===== src/rtl/pipeline_hazard_ctrl.sv =====
// rtl/pipeline_hazard_ctrl.sv - stall/flush/forwarding control for the 5-stage core with multi-cycle execute
module pipeline_hazard_ctrl #(
    parameter int REG_ADDR_WIDTH = 5,
    parameter int MC_LATENCY     = 4,
    parameter int MC_CNT_WIDTH   = $clog2(MC_LATENCY + 1)
) (
    input  logic                      clk,
    input  logic                      rst,
    input  logic                      ValidD_i,
    input  logic [REG_ADDR_WIDTH-1:0] Rs1D_i,
    input  logic [REG_ADDR_WIDTH-1:0] Rs2D_i,
    input  logic [REG_ADDR_WIDTH-1:0] RdD_i,
    input  logic                      RegWriteD_i,
    input  logic                      MemReadD_i,
    input  logic                      MultiCycD_i,
    input  logic                      PCSrcE_i,
    output logic                      StallF_o,
    output logic                      StallD_o,
    output logic                      FlushD_o,
    output logic                      FlushE_o,
    output logic                      StallE_o,
    output logic [1:0]                ForwardAE_o,
    output logic [1:0]                ForwardBE_o,
    output logic                      BusyE_o
);

    localparam logic [MC_CNT_WIDTH-1:0] CNT_LOAD = MC_CNT_WIDTH'(MC_LATENCY - 1);

    logic                      e_v, e_rw, e_mr, e_mc;
    logic [REG_ADDR_WIDTH-1:0] e_rs1, e_rs2, e_rd;
    logic                      m_v, m_rw;
    logic [REG_ADDR_WIDTH-1:0] m_rd;
    logic                      w_v, w_rw;
    logic [REG_ADDR_WIDTH-1:0] w_rd;
    logic [MC_CNT_WIDTH-1:0]   cnt;

    logic busy, load_use;

    assign busy     = e_v & e_mc & (cnt != '0);
    assign load_use = e_v & e_mr & (e_rd != '0) & ValidD_i &
                      ((e_rd == Rs1D_i) | (e_rd == Rs2D_i));

    function automatic logic [1:0] fwd_sel(input logic [REG_ADDR_WIDTH-1:0] rs);
        logic [1:0] sel;
        sel = 2'b00;
        if (e_v && (rs != '0)) begin
            if (m_v && m_rw && (m_rd == rs))
                sel = 2'b10;
            else if (w_v && w_rw && (w_rd == rs))
                sel = 2'b01;
        end
        return sel;
    endfunction

    // Outputs are forced low while reset is held so a stray PCSrcE_i cannot flush.
    always_comb begin
        StallF_o    = 1'b0;
        StallD_o    = 1'b0;
        FlushD_o    = 1'b0;
        FlushE_o    = 1'b0;
        StallE_o    = 1'b0;
        BusyE_o     = 1'b0;
        ForwardAE_o = 2'b00;
        ForwardBE_o = 2'b00;
        if (rst) begin
            ForwardAE_o = fwd_sel(e_rs1);
            ForwardBE_o = fwd_sel(e_rs2);
            if (busy) begin
                StallF_o = 1'b1;
                StallD_o = 1'b1;
                StallE_o = 1'b1;
                BusyE_o  = 1'b1;
            end else if (PCSrcE_i) begin
                FlushD_o = 1'b1;
                FlushE_o = 1'b1;
            end else if (load_use) begin
                StallF_o = 1'b1;
                StallD_o = 1'b1;
                FlushE_o = 1'b1;
            end
        end
    end

    always_ff @(posedge clk or negedge rst) begin
        if (!rst) begin
            e_v   <= 1'b0;
            e_rw  <= 1'b0;
            e_mr  <= 1'b0;
            e_mc  <= 1'b0;
            e_rs1 <= '0;
            e_rs2 <= '0;
            e_rd  <= '0;
            m_v   <= 1'b0;
            m_rw  <= 1'b0;
            m_rd  <= '0;
            w_v   <= 1'b0;
            w_rw  <= 1'b0;
            w_rd  <= '0;
            cnt   <= '0;
        end else begin
            w_v  <= m_v;
            w_rw <= m_rw;
            w_rd <= m_rd;
            if (busy) begin
                // E holds the multi-cycle op; M receives a bubble each busy cycle.
                m_v <= 1'b0;
                cnt <= cnt - 1'b1;
            end else begin
                m_v  <= e_v;
                m_rw <= e_rw;
                m_rd <= e_rd;
                if (PCSrcE_i || load_use) begin
                    e_v <= 1'b0;
                    cnt <= '0;
                end else begin
                    e_v   <= ValidD_i;
                    e_rw  <= RegWriteD_i;
                    e_mr  <= MemReadD_i;
                    e_mc  <= MultiCycD_i;
                    e_rs1 <= Rs1D_i;
                    e_rs2 <= Rs2D_i;
                    e_rd  <= RdD_i;
                    cnt   <= (ValidD_i && MultiCycD_i) ? CNT_LOAD : '0;
                end
            end
        end
    end

endmodule

===== config.mk =====
export PLATFORM = sky130hd
export DESIGN_NAME = pipeline_hazard_ctrl
export DESIGN_NICKNAME = d
export VERILOG_FILES = /design/src/rtl/pipeline_hazard_ctrl.sv
export SDC_FILE = /design/constraint.sdc
export NUM_CORES = 1
export LEC_CHECK = 0
export BUFFER_PORTS_ARGS = -buffer_cell sky130_fd_sc_hd__buf_4
export CAP_MARGIN = 20
export CORE_MARGIN = 8
export CORE_UTILIZATION = 40
export CTS_BUF_LIST = sky130_fd_sc_hd__clkbuf_4
export CTS_CLUSTER_SIZE = 30
export DETAILED_ROUTE_END_ITERATION = 12
export PLACE_DENSITY_LB_ADDON = 0.12
export SLEW_MARGIN = 20
export SYNTH_ARGS = -nofsm -noshare
export SYNTH_HDL_FRONTEND = slang
export SYNTH_SLANG_ARGS = --single-unit

===== constraint.sdc =====
create_clock -name clk -period 4.9 [get_ports clk]
set_input_delay 0.98 -clock clk [delete_from_list [all_inputs] [get_ports clk]]
set_output_delay 0.98 -clock clk [all_outputs]
set_load 0.03 [all_outputs]

==> key figures, run 1 <==
Synth
  – Most common cell in the netlist: dfrtp_1
  – Number of library cell types mapped by synthesis: 30
  – Xor/xnor share of the synthesized area: 14.8%
  – Syn_area_per_cell: 11.9 µm²
  – Seq/Total Area, Yosys: 48.9%
  – Cell count after synthesis: 155
  – Synthesized net count: 179
  – Ranking of synthesized cells by area: dfrtp_1 (49%), xnor2_1 (9.0%), mux2_4 (8.2%)
  – Largest family of logic cells by synthesized area: XOR/XNOR gates
  – Async SR Flop Fraction: 100%
  – Simple-gate share of the synthesized area: 12.7%
  – Most frequent cells after synthesis: dfrtp_1 (36), nand2_1 (21), xnor2_1 (19), xor2_1 (12), mux2_4 (10)
  – Ys flop type: dfrtp_1
  – Yosys top cell area share: 48.9%
  – Synth area leader: dfrtp_1
  – Post-Synthesis Cell Area: 1840 µm²
  – Post-synth EDFFs: 0
  – Ys Warns: 0
  – Synth Area in Compound Gates: 6.46%
  – Multiplexer share of the synthesized area: 13.1%
  – Adder-Cell Fraction of Synth Area: 1.36%
  – Synthesized flop and latch total: 36

Die
  – Die height: 83.8 µm
  – Die area: 7030 µm²
  – Chip Width: 83.8 µm
  – Starting Density: 42.0%
  – # rows: 24
  – Ports: 32
  – Core area: 4380 µm²

Timing
  – Post-route setup slack: 1730 ps
  – Final clock skew: 4.14 ps
  – Hold_ws: 392 ps
  – Final Cycle Share: 64.7%
  – Worst Tran Pin Value: 734 ps
  – Unrepaired setup endpoints after global routing: no
  – Fin. max-slew vios: 0
  – Worst slew margin: 50.9%
  – Max Freq: 315 MHz
  – Post-route minimum period: 3170 ps
  – Setup TNS: 0 ps
  – Setup-failing EPs final: 0
  – Final count of hold timing violations: 0

Worst setup path
  – Setup crit end kind: output port
  – CP Max Fanout: 4
  – CP peak stage delay: 250 ps
  – Worst EP required: 3920 ps
  – Critical path cell sequence: buf_4 > xor2_1 > nor3_1 > a22oi_2 > nor2_1 > o211a_1 > buf_4
  – CP most frequent cell: buf_4
  – R2r setup slk: 2670 ps
  – CP Launch Type: input pin
  – CP Class: in2out
  – Arrival time of the worst setup path: 2190 ps
  – Critical path's slowest cell: nor3_1

Clocking
  – TritonCTS Buffers: 5
  – CTS root buf: clkbuf_4
  – Reg clk slew, reported paths: 100 ps
  – Hold-fix buffers, CTS: 0
  – Clk_lat worst skew: 330 ps
  – Clock sink count: 36
  – Clock Tree Buf Depth: 2
  – Setup Buffers After CTS: 0
  – CTS tree: done
  – CTS H-tree lvls: 2
  – PostCTS Resize Cnt: 0

Power and ir drop
  – Int Power: 472 µW
  – PD cells: 314 nW/µm²
  – VDD IR max: 0.130 mV
  – Logic pwr share: 21.5%
  – Sequential fraction of design power: 57.1%
  – Net Sw Power: 202 µW
  – Clock Power Share: 21.4%
  – Leakage: 0.000973 µW
  – Sw Share: 30.0%

Routing
  – Detailed Routing Iterations Pass 1: 4
  – ANT nets after route: 0
  – WL final: 3860 µm
  – Vias: 1238
  – Vias per cell: 5.14
  – Per-cell routed wire length: 16.0 µm
  – Drc violations: 0
  – Drt initial violations: 58

Place
  – Dpl ws: 1720 ps
  – Post-DP HPWL: 2960 µm
  – Gp weighted congestion: 0.762
  – Placed cell areas: 2100 µm²
  – Number of port buffers: 31

Global route
  – Gr ovfl total: 0
  – First-pass GRT wire length: 6420 µm
  – Largest net degree at the start of global routing: 44
  – Vias in the first global route: 1350
  – Global Route Usage Sum: 11.2%
  – Initial antenna violation count: 0

Run
  – Max Cap Viol: 0

Final layout
  – Proportion of layout cells with a drive suffix above 1: 31.7%
  – # nets final: 212
  – Design Area, Final: 2150 µm²
  – Area growth syn-to-layout: 16.7%
  – Number of diodes: 0

Min path
  – Class of the worst hold path: reg2reg

Outcome
  – Status: completed
-- kinds of logic (layout without fill, tap and decap cells) --
family                     after synthesis  in the layout
muxes                                   18             18
buffers and inverters                    7             41
and+or+nand+nor                         48             48
adders and majority gates                2              2
DFF                                     36             36
xor gates and xnor gates                31             31
AOI/OAI and AO/OA                       13             13
-- layout by cell type (no fill, tap or decap), types with 4 or more instances in the layout --
| cell | Yosys | final |
|---|---|---|
| dfrtp_1 | 36 | 36 |
| buf_4 | 2 | 31 |
| nand2_1 | 21 | 21 |
| xnor2_1 | 19 | 19 |
| xor2_1 | 12 | 12 |
| mux2_4 | 10 | 10 |
| mux2_2 | 8 | 8 |
| nor3_1 | 5 | 5 |
| nor2_1 | 5 | 5 |
| clkbuf_4 | 0 | 5 |
| nand4_1 | 4 | 4 |
-- critical path, delay by kind of cell --
family	cells	cell delay, ps
xor gates and xnor gates	1	130
AOI/OAI and AO/OA	2	330
and+or+nand+nor	2	480
buffers and inverters	2	260
-- path summary, 6_finish.rpt --
path                       cells after the start  endpoint  startpoint
setup / recovery                               7  FlushE_o   Rs2D_i[2]
hold / removal                                 0       w_v         m_v
setup reg to reg                               5   e_rd[0]     e_rd[0]
hold reg to reg                                0       w_v         m_v
max in group asynchronous                      1  e_rs1[3]         rst
min in group asynchronous                      1    cnt[1]         rst
-- power groups by stage --
| stage | clock network (µW) | registers (µW) | logic, µW |
|---|---|---|---|
| 2_1_floorplan | 0 | 375 | 112 |
| 3_3_place_gp | 0 | 389 | 144 |
| 3_5_place_dp | 0 | 391 | 147 |
| 4_1_cts | 153 | 385 | 148 |
| 5_1_grt | 166 | 391 | 161 |
| 6_report | 144 | 385 | 145 |
-- registers in the layout, indices dropped and copies added (netlist names), 3 cells and up --
| register | count |
|---|---|
| e_rs2 | 5 |
| e_rs1 | 5 |
| w_rd | 5 |
| m_rd | 5 |
| cnt | 3 |
| e_rd | 5 |
-- layer usage --
layer	global-route usage, %	vias up	share of wire (%)
li1	-	607	-
met1	13.3	589	45
met2	18.3	34	49
met3	3.91	8	5.1
met4	3.92	0	1.4
met5	0	-	0
-- cell type report --
class,instances,area [µm²]
clock buffers,5,37.5
clock inverters,3,13.8
fillers,419,2240
inverters,2,7.51
multi-input cells,112,890
flip-flops and latches,36,901
well taps,52,65.1
repair buffers,31,233
-- per-stage QoR --
step / cells / power [µW] / util, %
after CTS: 241 / 685 / 49.0
after detailed placement: 233 / 539 / 47.8
after floorplan: 155 / 487 / -
after global routing: 241 / 718 / 49.0
final: 241 / 675 / 49.0
after global placement: 233 / 534 / 47.8
No activity file was read; power rests on OpenSTA's default activity.
==> run 2, diff against run 1 <==
==> constraint.sdc (replaced) <==
create_clock -name clk -period 2.8 [get_ports clk]
set_input_delay 0.56 -clock clk [delete_from_list [all_inputs] [get_ports clk]]
set_output_delay 0.56 -clock clk [all_outputs]
set_load 0.03 [all_outputs]
==> key figures, run 2 (same netlist as run 1, synthesis figures left out) <==
Final layout
  – Proportion of layout cells with a drive suffix above 1: 35.5%
  – Area growth syn-to-layout: 20.9%
  – Number of diodes: 0
  – Commonest non-fill, non-tap cell in the layout: buf_4
  – Design Area, Final: 2230 µm²
  – # nets final: 220
  – Most frequent cells in the layout: buf_4 (39), dfrtp_1 (34), nand2_1 (21)
  – Non-filler instance count after layout: 249

Timing
  – Final clock skew: 8.12 ps
  – Final Cycle Share: 95.9%
  – Post-route setup slack: 115 ps
  – Fin. max-slew vios: 0
  – Setup-failing EPs final: 0
  – Worst slew margin: 75.9%
  – Max Freq: 372 MHz
  – Setup TNS: 0 ps
  – Unrepaired setup endpoints after global routing: no
  – Final count of hold timing violations: 0
  – Post-route minimum period: 2690 ps
  – Worst Tran Pin Value: 361 ps

Routing
  – WL final: 4060 µm
  – Vias: 1250
  – Met2 WL: 1930 µm
  – Top Metal Used: met4
  – Drt initial violations: 69
  – Detailed Routing Iterations Pass 1: 4
  – Drc violations: 0
  – Met3 WL: 225 µm
  – ANT nets after route: 0
  – Per-cell routed wire length: 16.3 µm
  – WL met1: 1820 µm
  – Vias per cell: 5.02

Clocking
  – Clock Tree Buf Depth: 2
  – TritonCTS Buffers: 5
  – CTS H-tree lvls: 2
  – Clock sink count: 36
  – Clk_lat worst skew: 340 ps
  – CTS tree: done
  – Reg clk slew, reported paths: 100 ps
  – CTS root buf: clkbuf_4
  – Hold-fix buffers, CTS: 0

Worst setup path
  – Critical path's slowest cell: or4_1
  – Worst path bufs/invs: 1
  – Setup crit end kind: output port
  – CP Max Fanout: 5
  – CP top delay family: simple AND/OR/NAND/NOR gates
  – CP Class: reg2out
  – CP peak stage delay: 550 ps
  – Worst EP required: 2240 ps
  – Critical path cell sequence: or4_1 > o2111ai_4 > nor2_1 > o211a_1 > buf_4
  – CP Launch Type: flop
  – Arrival time of the worst setup path: 2130 ps

Place
  – Post-DP HPWL: 3140 µm
  – Placed cell areas: 2130 µm²
  – Gp weighted congestion: 0.770
  – DP Cell Count: 237
  – Number of port buffers: 31
  – Dpl ws: 445 ps

Power and ir drop
  – Sw Share: 29.5%
  – Leakage: 0.00101 µW
  – Clock Power Share: 22.7%
  – Logic pwr share: 22.6%
  – Net Sw Power: 361 µW
  – PD cells: 551 nW/µm²
  – Int Power: 865 µW
  – VDD IR max: 0.250 mV
  – Sequential fraction of design power: 54.7%

Global route
  – Global Route Usage Sum: 12.0%
  – Vias in the first global route: 1357
  – Gr ovfl total: 0
  – First-pass GRT wire length: 6870 µm
  – Largest net degree at the start of global routing: 28
  – Initial antenna violation count: 0

Outcome
  – Status: completed

Die
  – Die area: 7030 µm²
  – # rows: 24
  – Starting Density: 42.0%
  – Chip Width: 83.8 µm
  – Die height: 83.8 µm
  – Core area: 4380 µm²
  – Ports: 32

Run
  – Max Cap Viol: 0

Min path
  – Class of the worst hold path: in2async
[run 2: final cells by class]
cell class / count / area, µm²
Timing Repair Buffer: 39 / 293
Clock buffer: 7 / 52.6
Fill cell: 392 / 2160
Tap cell: 52 / 65.1
Multi-Input combinational cell: 112 / 901
Clock inverter: 1 / 3.75
Sequential cell: 36 / 903
Inverter: 2 / 7.51
[run 2: power by group through the flow]
| stage | combinational, µW | sequential (µW) | clock (µW) |
|---|---|---|---|
| 6_report | 277 | 671 | 278 |
| 5_1_grt | 307 | 681 | 316 |
| 4_1_cts | 266 | 674 | 293 |
| 3_5_place_dp | 265 | 684 | 0 |
| 3_3_place_gp | 258 | 681 | 0 |
| 2_1_floorplan | 197 | 656 | 0 |
[run 2: timing repair]
item,4_1_cts,5_1_grt
setup buffers,0,4
endpoints found under the hold margin,0,0
resized for setup,0,3
endpoints found under the setup margin,0,1
[run 2: path summary, 6_finish.rpt]
check / startpoint / to / slack, ps / cells past startpoint
max: e_rd[3] / FlushE_o / 110 / 5
min: rst / cnt[2] / 50 / 1
max reg2reg: e_rd[2] / e_rs1[0] / 660 / 7
min reg2reg: m_v / w_v / 390 / 0
max in group asynchronous: rst / e_rd[1] / 2130 / 2
min in group clk: m_v / w_v / 390 / 0
[run 2: metal layers]
| layer | track usage, % | vias up |
|---|---|---|
| met1 | 14.6 | 596 |
| met5 | 0 | - |
| met2 | 18.6 | 25 |
| met4 | 4.87 | 0 |
| met3 | 4.69 | 8 |
| li1 | - | 621 |
[run 2: per-stage QoR]
stage | total power [µW] | utilization, % | hold slack (ps)
global route | 1300 | 50.8 | 32.4
global placement | 939 | 48.5 | 366
finish | 1230 | 50.8 | 53.1
CTS | 1230 | 49.8 | 39.6
floorplan | 853 | - | 264
detailed placement | 949 | 48.5 | 370
